`src/rtl/char_tile_mover.sv`:
```
// char_tile_mover: tile-based character movement with map lookup handshake and per-tick pixel animation
// Ports: clk, rst (async, active-low), move_tick (frame strobe), dir_valid/dir (0=L 1=R 2=U 3=D),
//   map_req/map_x/map_y -> map, map_ack/map_walkable <- map, tile_x/tile_y (committed tile),
//   charactor_posi {pix_x,pix_y}, moving (in MOVE), blocked (1-cycle reject pulse).
// Optional CHAR_TURN_BUFFER_EN: one-entry buffer for requests arriving outside IDLE.
module char_tile_mover #(
  parameter int MAP_W   = 20,
  parameter int MAP_H   = 15,
  parameter int TILE_PX = 32,
  parameter int STEP_PX = 4,
  parameter int PIX_W   = 10,
  parameter int START_X = 1,
  parameter int START_Y = 1,
  localparam int XW = $clog2(MAP_W),
  localparam int YW = $clog2(MAP_H)
) (
  input  logic             clk,
  input  logic             rst,
  input  logic             move_tick,
  input  logic             dir_valid,
  input  logic [1:0]       dir,
  output logic             map_req,
  output logic [XW-1:0]    map_x,
  output logic [YW-1:0]    map_y,
  input  logic             map_ack,
  input  logic             map_walkable,
  output logic [XW-1:0]    tile_x,
  output logic [YW-1:0]    tile_y,
  output logic [2*PIX_W-1:0] charactor_posi,
  output logic             moving,
  output logic             blocked
);
  localparam int N  = TILE_PX / STEP_PX;
  localparam int CW = $clog2(N + 1);
  typedef enum logic [1:0] {IDLE, WAIT_MAP, MOVE} state_t;
  state_t state, state_d;
  logic [PIX_W-1:0] pix_x, pix_y, step_x, step_y, end_x, end_y;
  logic [CW-1:0] cnt;
  logic [1:0] dir_q, rdir;
  logic req, oob, last;
  logic [XW-1:0] tx_t;
  logic [YW-1:0] ty_t;
`ifdef CHAR_TURN_BUFFER_EN
  logic buf_v;
  logic [1:0] buf_dir;
  // a live request in the IDLE cycle takes priority over the buffered one
  assign req  = dir_valid | buf_v;
  assign rdir = dir_valid ? dir : buf_dir;
`else
  assign req  = dir_valid;
  assign rdir = dir;
`endif
  assign charactor_posi = {pix_x, pix_y};
  always_comb begin
    oob = rdir == 2'd0 ? tile_x == '0 :
          rdir == 2'd1 ? tile_x == XW'(MAP_W - 1) :
          rdir == 2'd2 ? tile_y == '0 : tile_y == YW'(MAP_H - 1);
    tx_t = rdir == 2'd0 ? tile_x - XW'(1) : rdir == 2'd1 ? tile_x + XW'(1) : tile_x;
    ty_t = rdir == 2'd2 ? tile_y - YW'(1) : rdir == 2'd3 ? tile_y + YW'(1) : tile_y;
    last = cnt == CW'(N - 1);
    step_x = dir_q[0] ? pix_x + PIX_W'(STEP_PX) : pix_x - PIX_W'(STEP_PX);
    step_y = dir_q[0] ? pix_y + PIX_W'(STEP_PX) : pix_y - PIX_W'(STEP_PX);
    // map_x/map_y keep the target tile through MOVE; landing snaps to its exact pixel origin
    end_x = PIX_W'(map_x) * PIX_W'(TILE_PX);
    end_y = PIX_W'(map_y) * PIX_W'(TILE_PX);
  end
  always_ff @(posedge clk or negedge rst)
    if (!rst) state <= IDLE;
    else state <= state_d;
  always_comb begin
    state_d = state == IDLE     ? (req && !oob ? WAIT_MAP : IDLE) :
              state == WAIT_MAP ? (map_ack ? (map_walkable ? MOVE : IDLE) : WAIT_MAP) :
              state == MOVE     ? (move_tick && last ? IDLE : MOVE) : IDLE;
  end
  always_ff @(posedge clk or negedge rst) begin
    if (!rst) begin
      tile_x  <= XW'(START_X);
      tile_y  <= YW'(START_Y);
      pix_x   <= PIX_W'(START_X * TILE_PX);
      pix_y   <= PIX_W'(START_Y * TILE_PX);
      map_req <= 1'b0;
      map_x   <= '0;
      map_y   <= '0;
      moving  <= 1'b0;
      blocked <= 1'b0;
      dir_q   <= 2'd0;
      cnt     <= '0;
`ifdef CHAR_TURN_BUFFER_EN
      buf_v   <= 1'b0;
      buf_dir <= 2'd0;
`endif
    end else begin
      blocked <= 1'b0;
`ifdef CHAR_TURN_BUFFER_EN
      if (state != IDLE && dir_valid) begin
        buf_v   <= 1'b1;
        buf_dir <= dir;
      end
`endif
      case (state)
        IDLE: begin
`ifdef CHAR_TURN_BUFFER_EN
          buf_v <= 1'b0;
`endif
          if (req) begin
            dir_q <= rdir;
            if (oob) blocked <= 1'b1;
            else begin
              map_req <= 1'b1;
              map_x   <= tx_t;
              map_y   <= ty_t;
            end
          end
        end
        WAIT_MAP: if (map_ack) begin
          map_req <= 1'b0;
          cnt     <= '0;
          moving  <= map_walkable;
          blocked <= !map_walkable;
`ifdef CHAR_TURN_BUFFER_EN
          if (!map_walkable) buf_v <= 1'b0;
`endif
        end
        MOVE: if (move_tick) begin
          cnt   <= cnt + CW'(1);
          pix_x <= last ? end_x : dir_q[1] ? pix_x : step_x;
          pix_y <= last ? end_y : dir_q[1] ? step_y : pix_y;
          if (last) begin
            tile_x <= map_x;
            tile_y <= map_y;
            moving <= 1'b0;
          end
        end
        default: ;
      endcase
    end
  end
endmodule

```
`config.mk`:
```
export PLATFORM = sky130hd
export DESIGN_NAME = char_tile_mover
export DESIGN_NICKNAME = d
export VERILOG_FILES = /design/src/rtl/char_tile_mover.sv
export SDC_FILE = /design/constraint.sdc
export NUM_CORES = 1
export LEC_CHECK = 0
export BUFFER_PORTS_ARGS = -buffer_cell sky130_fd_sc_hd__buf_4
export CAP_MARGIN = 0
export CORE_UTILIZATION = 58
export CTS_BUF_LIST = sky130_fd_sc_hd__clkbuf_8
export CTS_CLUSTER_SIZE = 12
export DETAILED_ROUTE_END_ITERATION = 7
export PLACE_DENSITY_LB_ADDON = 0.1
export SYNTH_ARGS = -nofsm -noshare
export SYNTH_HDL_FRONTEND = slang
export SYNTH_SLANG_ARGS = --single-unit
```
`constraint.sdc`:
```
create_clock -name clk -period 2.4 [get_ports clk]
set_input_delay 0.12 -clock clk [delete_from_list [all_inputs] [get_ports clk]]
set_output_delay 0.12 -clock clk [all_outputs]
set_load 0.005 [all_outputs]
```
==> results of run 1 <==
critical path, cell delays in order, from the launching register on:
cell     delay [ps]
dfrtp_1         440
inv_1           230
ha_1            320
and3_1          200
a22oi_1         210
mux2i_1         280
o21ai_1          80
a311o_1         350
state kept, by name (all words and copies together), names as in the netlist:
signal	flops
dir_q	2
map_req	1
pix_y	8
state	2
moving	1
map_y	4
map_x	5
blocked	1
tile_x	5
pix_x	8
cnt	4
tile_y	4
area by class of cell:
class                      count  share of cell area
inverter                      11             0.01259
sequential                    45              0.3448
tap                           52             0.01983
clock inverter                 3            0.003814
clock buffer                   5             0.02098
timing repair buffer          53              0.1228
multi-input combinational    244              0.4752
synthesized netlist by cell type, types with 4 or more instances:
| master | n | area share |
|---|---|---|
| nor3_1 | 4 | 0.0071 |
| nor2_1 | 18 | 0.024 |
| o21ai_1 | 5 | 0.0089 |
| buf_4 | 4 | 0.011 |
| nand4_1 | 4 | 0.0089 |
| ha_1 | 19 | 0.085 |
| a21o_1 | 4 | 0.011 |
| xnor2_1 | 9 | 0.028 |
| mux2i_1 | 6 | 0.021 |
| xor2_1 | 9 | 0.028 |
| inv_1 | 11 | 0.015 |
| dfstp_2 | 4 | 0.038 |
| o21ai_0 | 26 | 0.046 |
| a21oi_1 | 21 | 0.038 |
| buf_2 | 5 | 0.0089 |
| dfrtp_1 | 41 | 0.37 |
| nand3_1 | 6 | 0.011 |
| nand2_1 | 56 | 0.075 |
per-stage QoR:
| stage | hold slack, ps | setup slack (ps) |
|---|---|---|
| 6_report | 60.91 | 186.9 |
| 5_1_grt | 82.18 | 29.71 |
| 4_1_cts | 1.196 | 176.7 |
| 3_5_place_dp | 158.2 | 191.2 |
| 3_3_place_gp | 150.5 | 241.4 |
| 2_1_floorplan | -175.6 | 181.2 |
cell families (layout without fill, tap and decap cells):
family / after synthesis / count (layout)
DFF: 45 / 45
buffers and inverters: 25 / 72
other: 1 / 4
adders and majority gates: 21 / 21
AOI/OAI and AO/OA: 83 / 83
and+or+nand+nor: 110 / 110
xor gates and xnor gates: 18 / 18
muxes: 8 / 8
metal layers:
layer  track usage  up-vias  wire length (um)
li1              -     1184                 -
met2        0.4286       59              2932
met4       0.04357        0                15
met3       0.03516        2               223
met5             0        -                 0
met1        0.3631     1136              2946
where the power goes:
group	internal [mW]	total, mW	switching [mW]
Clock	0.196	0.446	0.250
Sequential	1.01	1.29	0.278
Combinational	1.06	2.12	1.06
final timing paths:
kind                                       from                    end  slack (ps)  depth (start not counted)
max                        dir_q[0]$_DFFE_PN0P_   pix_y[9]$_DFFE_PN0P_         190                          7
min reg2reg                map_y[3]$_DFFE_PN0P_  tile_y[3]$_DFFE_PN0P_         530                          2
min                                map_walkable     moving$_DFFE_PN0P_          60                          3
min in group asynchronous                   rst   pix_x[2]$_DFFE_PN0P_         360                          2
max reg2reg                dir_q[0]$_DFFE_PN0P_   pix_y[9]$_DFFE_PN0P_         190                          7
max in group asynchronous                   rst   map_x[1]$_DFFE_PN0P_        1640                          2
what timing repair did:
action	in CTS	in global routing
hold buffers	1	1
gates resized for setup	0	0
endpoints found under the hold margin	41	1
==> reports/results.tsv, run 1 <==
stage	metric	value	unit
sta	hold_violations	0	
logic_synthesis	yosysWarnings	0	
logic_synthesis	yosys_register_bits	45	
sta	drv_slew	0	
clocking	clk_latency	290	ps
logic_synthesis	synth_xor_area_frac	0.05630	
placement	place_congestion	0.8670	
setup_path	arrival	2400	ps
setup_path	crit_required	2580	ps
clocking	cts_setup_buffers	0	
sta	clock_skew	10.23	ps
finish	final_area	0.003281	mm^2
logic_synthesis	synth.distinct_cells	51	
clocking	numClockSinks	45	
grt	antenna_found_initial	0	
finish	mostFrequentLayoutCells	nand2_1 (56), buf_4 (51), dfrtp_1 (41), o21ai_0 (26), a21oi_1 (21)	
logic_synthesis	syn_inst	311	
drt	postRouteAntennaNets	0	
sta	setup_viol	0	
logic_synthesis	synthArstFlopShare	1.000	
die	initial_core_util	0.6217	
logic_synthesis	syn_area_per_cell	9.004	um^2
sta	worstMarginPinSlew	591.1	ps
logic_synthesis	synth_fa_ha_area_frac	0.09920	
logic_synthesis	synth-main-ff-cell	dfrtp_1	
sta	min_period	2213	ps
drt	drt_iter0_markers	154	
finish	stdcell_count	413	
die	rows	24	
finish	num_antenna_cells	0	
die	coreArea	0.004504	mm^2
grt	grt_overflow	0	
logic_synthesis	synth_edf_count	0	
drt	drc_errors	0	
worst_hold_path	holdCritPathClass	input pin to register	
finish	synthToLayoutAreaGrowth	17.16	%
clocking	cts.clk_slew.worst_paths	90	ps
drt	post_drt_wl_per_cell	14.81	um
grt	grt_max_degree	46	
logic_synthesis	yosys.area_share.simple	0.1850	
clocking	root_buffer	clkbuf_8	
grt	grt_pass1_wl	10.31	mm
power_and_ir_drop	p_leak	1.595	nW
clocking	htree_levels	2	
sta	rsz0062_at_grt	false	
placement	dpl_cell_area	0.003179	mm^2
setup_path	worstSetupEndpointType	register	
drt	via_per_inst	5.765	
power_and_ir_drop	ir_drop	452.0	uV
drt	first_pass_iters	4	
finish	multi_input_area	0.001559	mm^2
finish	layout_commonest_cell	nand2_1	
die	fp.dieW	71.49	um
drt	drt-total-wl	6.117	mm
status	status	finished, final reports clean	
die	die_h	71.49	um
flow_run	max-cap-violations	0	
grt	grt.total_usage	0.2558	
placement	dp_cells	403	
logic_synthesis	synth_top_family_by_area	simple AND/OR/NAND/NOR gates	
setup_path	critPathMaxFanout	8	
placement	post-dp-hpwl	4.508	mm
clocking	cts_tree	built	
setup_path	start_kind	register	
logic_synthesis	syn_area	0.002800	mm^2
die	ios	49	
logic_synthesis	ys_seq_area_frac	0.4039	
die	die_area	0.005110	mm^2
logic_synthesis	synth-compound-area-share	0.1796	
sta	timing.setup.tns	0	ps
clocking	max-clock-path-buffers	2	
drt	via_count	2381	
finish	post_route_cells_drive_above_1_share	0.1856	
sta	period_share	0.9221	
power_and_ir_drop	power_density	1176	mW/mm^2
finish	fillers	349	
power_and_ir_drop	p_total	3.860	mW
sta	max_freq	451.9	MHz
finish	seq_area	0.001131	mm^2
clocking	cts_buffers	5	
grt	grt_pass1_vias	2220	
finish	utilization	0.7283	
placement	port_buffers	44	
logic_synthesis	synth.area.mux_share	0.02949	
setup_path	criticalPathCategory	register to register	
sta	slew_headroom	0.6033	
finish	nNetsFinal	389	
No activity file was read; power rests on OpenSTA's default activity.
==> run 2: changes to the inputs <==
ABC_AREA = 1   (was unset)
CORE_UTILIZATION = 59   (was 58)
SKIP_CTS_REPAIR_TIMING = 1   (was unset)
SLEW_MARGIN = 10   (was unset)
==> run 2 against run 1 <==
  * Synthesized cell count increased by 30%
  * Die area grew 3.2%
  * First-iteration DRC count is 49% higher
  * Global-route usage grew 0.53 points
  * Sequential cell count unchanged
  * Cell count grew 25%
  * Wire length up 1.2%
  * Register-to-register slack gained 150 ps
  * Highest routed layer unchanged
==> reports/results.tsv, run 2 <==
stage	metric	value	unit	change
status	status	finished, final reports clean		
finish	post_route_cells_drive_above_1_share	0.1626		-0.02301
die	die_h	72.61	um	+1.6%
logic_synthesis	synth_most_common_cell	nand2_1		
setup_path	arrival	2260	ps	-140 ps
finish	nNetsFinal	477		+23%
placement	dp_cells	507		+26%
drt	postRouteAntennaNets	0		unchanged
flow_run	max-cap-violations	0		unchanged
logic_synthesis	syn_area	0.002942	mm^2	+5.0%
power_and_ir_drop	internal_power	2.561	mW	+13%
finish	layout_commonest_cell	nand2_1		
grt	grt_overflow	0		unchanged
finish	fillers	407		+17%
logic_synthesis	synth.top_cell.area_share	0.3488		-0.01761
logic_synthesis	synth_fa_ha_area_frac	0.09443		-0.004768
sta	worstMarginPinSlew	565.1	ps	-25.93 ps
power_and_ir_drop	power_density	1389	mW/mm^2	+18%
finish	stdcell_count	516		+25%
power_and_ir_drop	swShare	0.4557		+0.04419
drt	first_pass_iters	5		+1
sta	max_freq	483.6	MHz	+7.0%
sta	whs	28.07	ps	-32.84 ps
worst_hold_path	hold-path-cell-count	2		-1
logic_synthesis	yosys_register_bits	45		unchanged
drt	via_per_inst	5.153		-11%
setup_path	start_kind	register		
clocking	cts.clk_slew.worst_paths	80	ps	about the same
placement	post-dp-hpwl	4.563	mm	+1.2%
logic_synthesis	yosys-top-cells-area	dfrtp_1 (35%), nand2_1 (17%), ha_1 (8.1%)		
grt	grt_pass1_wl	10.83	mm	+5.0%
sta	slew_headroom	0.6232		+0.01993
logic_synthesis	synthArstFlopShare	1.000		unchanged
logic_synthesis	synth-compound-area-share	0.09655		-0.08307
clocking	clk_latency	300	ps	about the same
die	rows	25		+4.2%
logic_synthesis	yosys.area_share.simple	0.3024		+0.1174
drt	drt-total-wl	6.192	mm	+1.2%
finish	multi_input_area	0.001536	mm^2	-1.4%
die	ios	49		unchanged
placement	dpl_cell_area	0.003296	mm^2	+3.7%
drt	post_drt_wl_per_cell	12.00	um	-19%
logic_synthesis	ys_seq_area_frac	0.3845		-0.01941
logic_synthesis	synth_common_cells	nand2_1 (131), inv_1 (50), dfrtp_1 (41)		
logic_synthesis	yosysTopAreaCell	dfrtp_1		
clocking	max-clock-path-buffers	2		unchanged
placement	port_buffers	44		unchanged
die	coreArea	0.004755	mm^2	+5.6%
worst_hold_path	holdCritPathClass	input pin to register		
power_and_ir_drop	p_comb_frac	0.586		+0.036
finish	top_regs	pix_x (8), pix_y (8)		
placement	place_congestion	0.9181		+5.9%
sta	timing.setup.tns	0	ps	unchanged
sta	drv_slew	0		unchanged
clocking	cts_tree	built		
drt	via_count	2659		+12%
power_and_ir_drop	power_frac_clock	0.096		-0.020
power_and_ir_drop	power_switching	2.144	mW	+35%
setup_path	crit_required	2590	ps	about the same
setup_path	criticalPathCategory	register to register		
clocking	cts_buffers	5		unchanged
power_and_ir_drop	ir_drop	648.2	uV	+43%
sta	rsz0062_at_grt	false		
clocking	root_buffer	clkbuf_8		
die	die_area	0.005272	mm^2	+3.2%
power_and_ir_drop	p_leak	1.930	nW	+21%
power_and_ir_drop	seqPwrFrac	0.318		-0.016
finish	mostFrequentLayoutCells	nand2_1 (131), inv_1 (51), buf_4 (46), dfrtp_1 (41), nor2_1 (31)		
clocking	numClockSinks	45		unchanged
die	initial_core_util	0.6187		-0.002983
logic_synthesis	synth-main-ff-cell	dfrtp_1		
finish	utilization	0.7126		-0.01570
drt	drt_iter0_markers	229		+49%
grt	antenna_found_initial	0		unchanged
clocking	htree_levels	2		unchanged
finish	num_antenna_cells	0		unchanged
grt	grt_pass1_vias	2471		+11%
finish	final_area	0.003388	mm^2	+3.3%
setup_path	critPathMaxFanout	14		+6
finish	seq_area	0.001131	mm^2	unchanged
logic_synthesis	synth_top_family_by_area	simple AND/OR/NAND/NOR gates		
sta	hold_violations	0		unchanged
grt	grt.total_usage	0.2612		+0.005332
drt	drc_errors	0		unchanged
logic_synthesis	synth_xor_area_frac	0.02382		-0.03248
sta	clock_skew	5.779	ps	-4.452 ps
logic_synthesis	synth.distinct_cells	35		-31%
grt	grt_max_degree	46		unchanged
finish	synthToLayoutAreaGrowth	15.19	%	
sta	period_share	0.8616		-0.06050
logic_synthesis	syn_area_per_cell	7.299	um^2	-19%
setup_path	worstSetupEndpointType	register		
logic_synthesis	synth_edf_count	0		unchanged
setup_path	r2r_cells	8		+1
sta	min_period	2068	ps	-145.2 ps
logic_synthesis	syn_inst	403		+30%
logic_synthesis	synth.area.mux_share	0		-0.02949
sta	setup_viol	0		unchanged
logic_synthesis	yosysWarnings	0		unchanged
die	fp.dieW	72.61	um	+1.6%
run 2: kinds of logic (layout without fill, tap and decap cells):
kind of cell | count (synthesis) | in the layout
other | 1 | 4
AO/OA/AOI/OAI | 52 | 52
XOR/XNOR | 8 | 8
adder cells (fa/ha/maj) | 21 | 21
buffers and inverters | 65 | 108
AND/OR/NAND/NOR | 211 | 211
flip-flops | 45 | 45
run 2: routing by layer:
layer / GRT usage / vias up / wire length (um)
met5: 0 / - / 0
met2: 0.4330 / 61 / 2889
met3: 0.04420 / 13 / 246
met1: 0.3513 / 1219 / 2950
li1: - / 1366 / -
met4: 0.08061 / 0 / 106
run 2: layout make-up:
type	count	share of cell area
clock buffer	5	0.02031
clock inverter	3	0.004062
inverter	53	0.05871
multi-input combinational	296	0.4535
sequential	45	0.3338
tap	67	0.02474
timing repair buffer	47	0.1049
run 2: critical path, cell delays in order, from the launching register on:
cell	delay, ps
dfrtp_1	430
inv_1	420
ha_1	380
a21oi_1	260
nor2_1	70
nor2_1	150
nand3_1	110
nand3_1	90
nand2_1	50
run 2: final timing paths:
check	startpoint	to	slack, ps
max	dir_q[0]$_DFFE_PN0P_	pix_y[9]$_DFFE_PN0P_	330
min	map_walkable	blocked$_DFF_PN0_	30
max reg2reg	dir_q[0]$_DFFE_PN0P_	pix_y[9]$_DFFE_PN0P_	330
min reg2reg	pix_x[5]$_DFFE_PN1P_	pix_x[5]$_DFFE_PN1P_	500
max in group asynchronous	rst	pix_y[5]$_DFFE_PN1P_	1650
min in group asynchronous	rst	pix_x[6]$_DFFE_PN0P_	360
run 2: metrics by stage:
stage	power, mW	setup WS, ps
3_5_place_dp	4.243	385.4
4_1_cts	4.719	345.9
5_1_grt	5.230	179.9
3_3_place_gp	4.160	466.5
6_report	4.706	332.1
2_1_floorplan	3.373	625.3
run 2: power by group through the flow:
| stage | Combinational (mW) | Clock (mW) | Sequential, mW |
|---|---|---|---|
| finish | 2.76 | 0.452 | 1.50 |
| global route | 3.19 | 0.490 | 1.55 |
| CTS | 2.76 | 0.465 | 1.49 |
| detailed placement | 2.74 | 0 | 1.51 |
| global placement | 2.66 | 0 | 1.50 |
| floorplan | 1.92 | 0 | 1.46 |
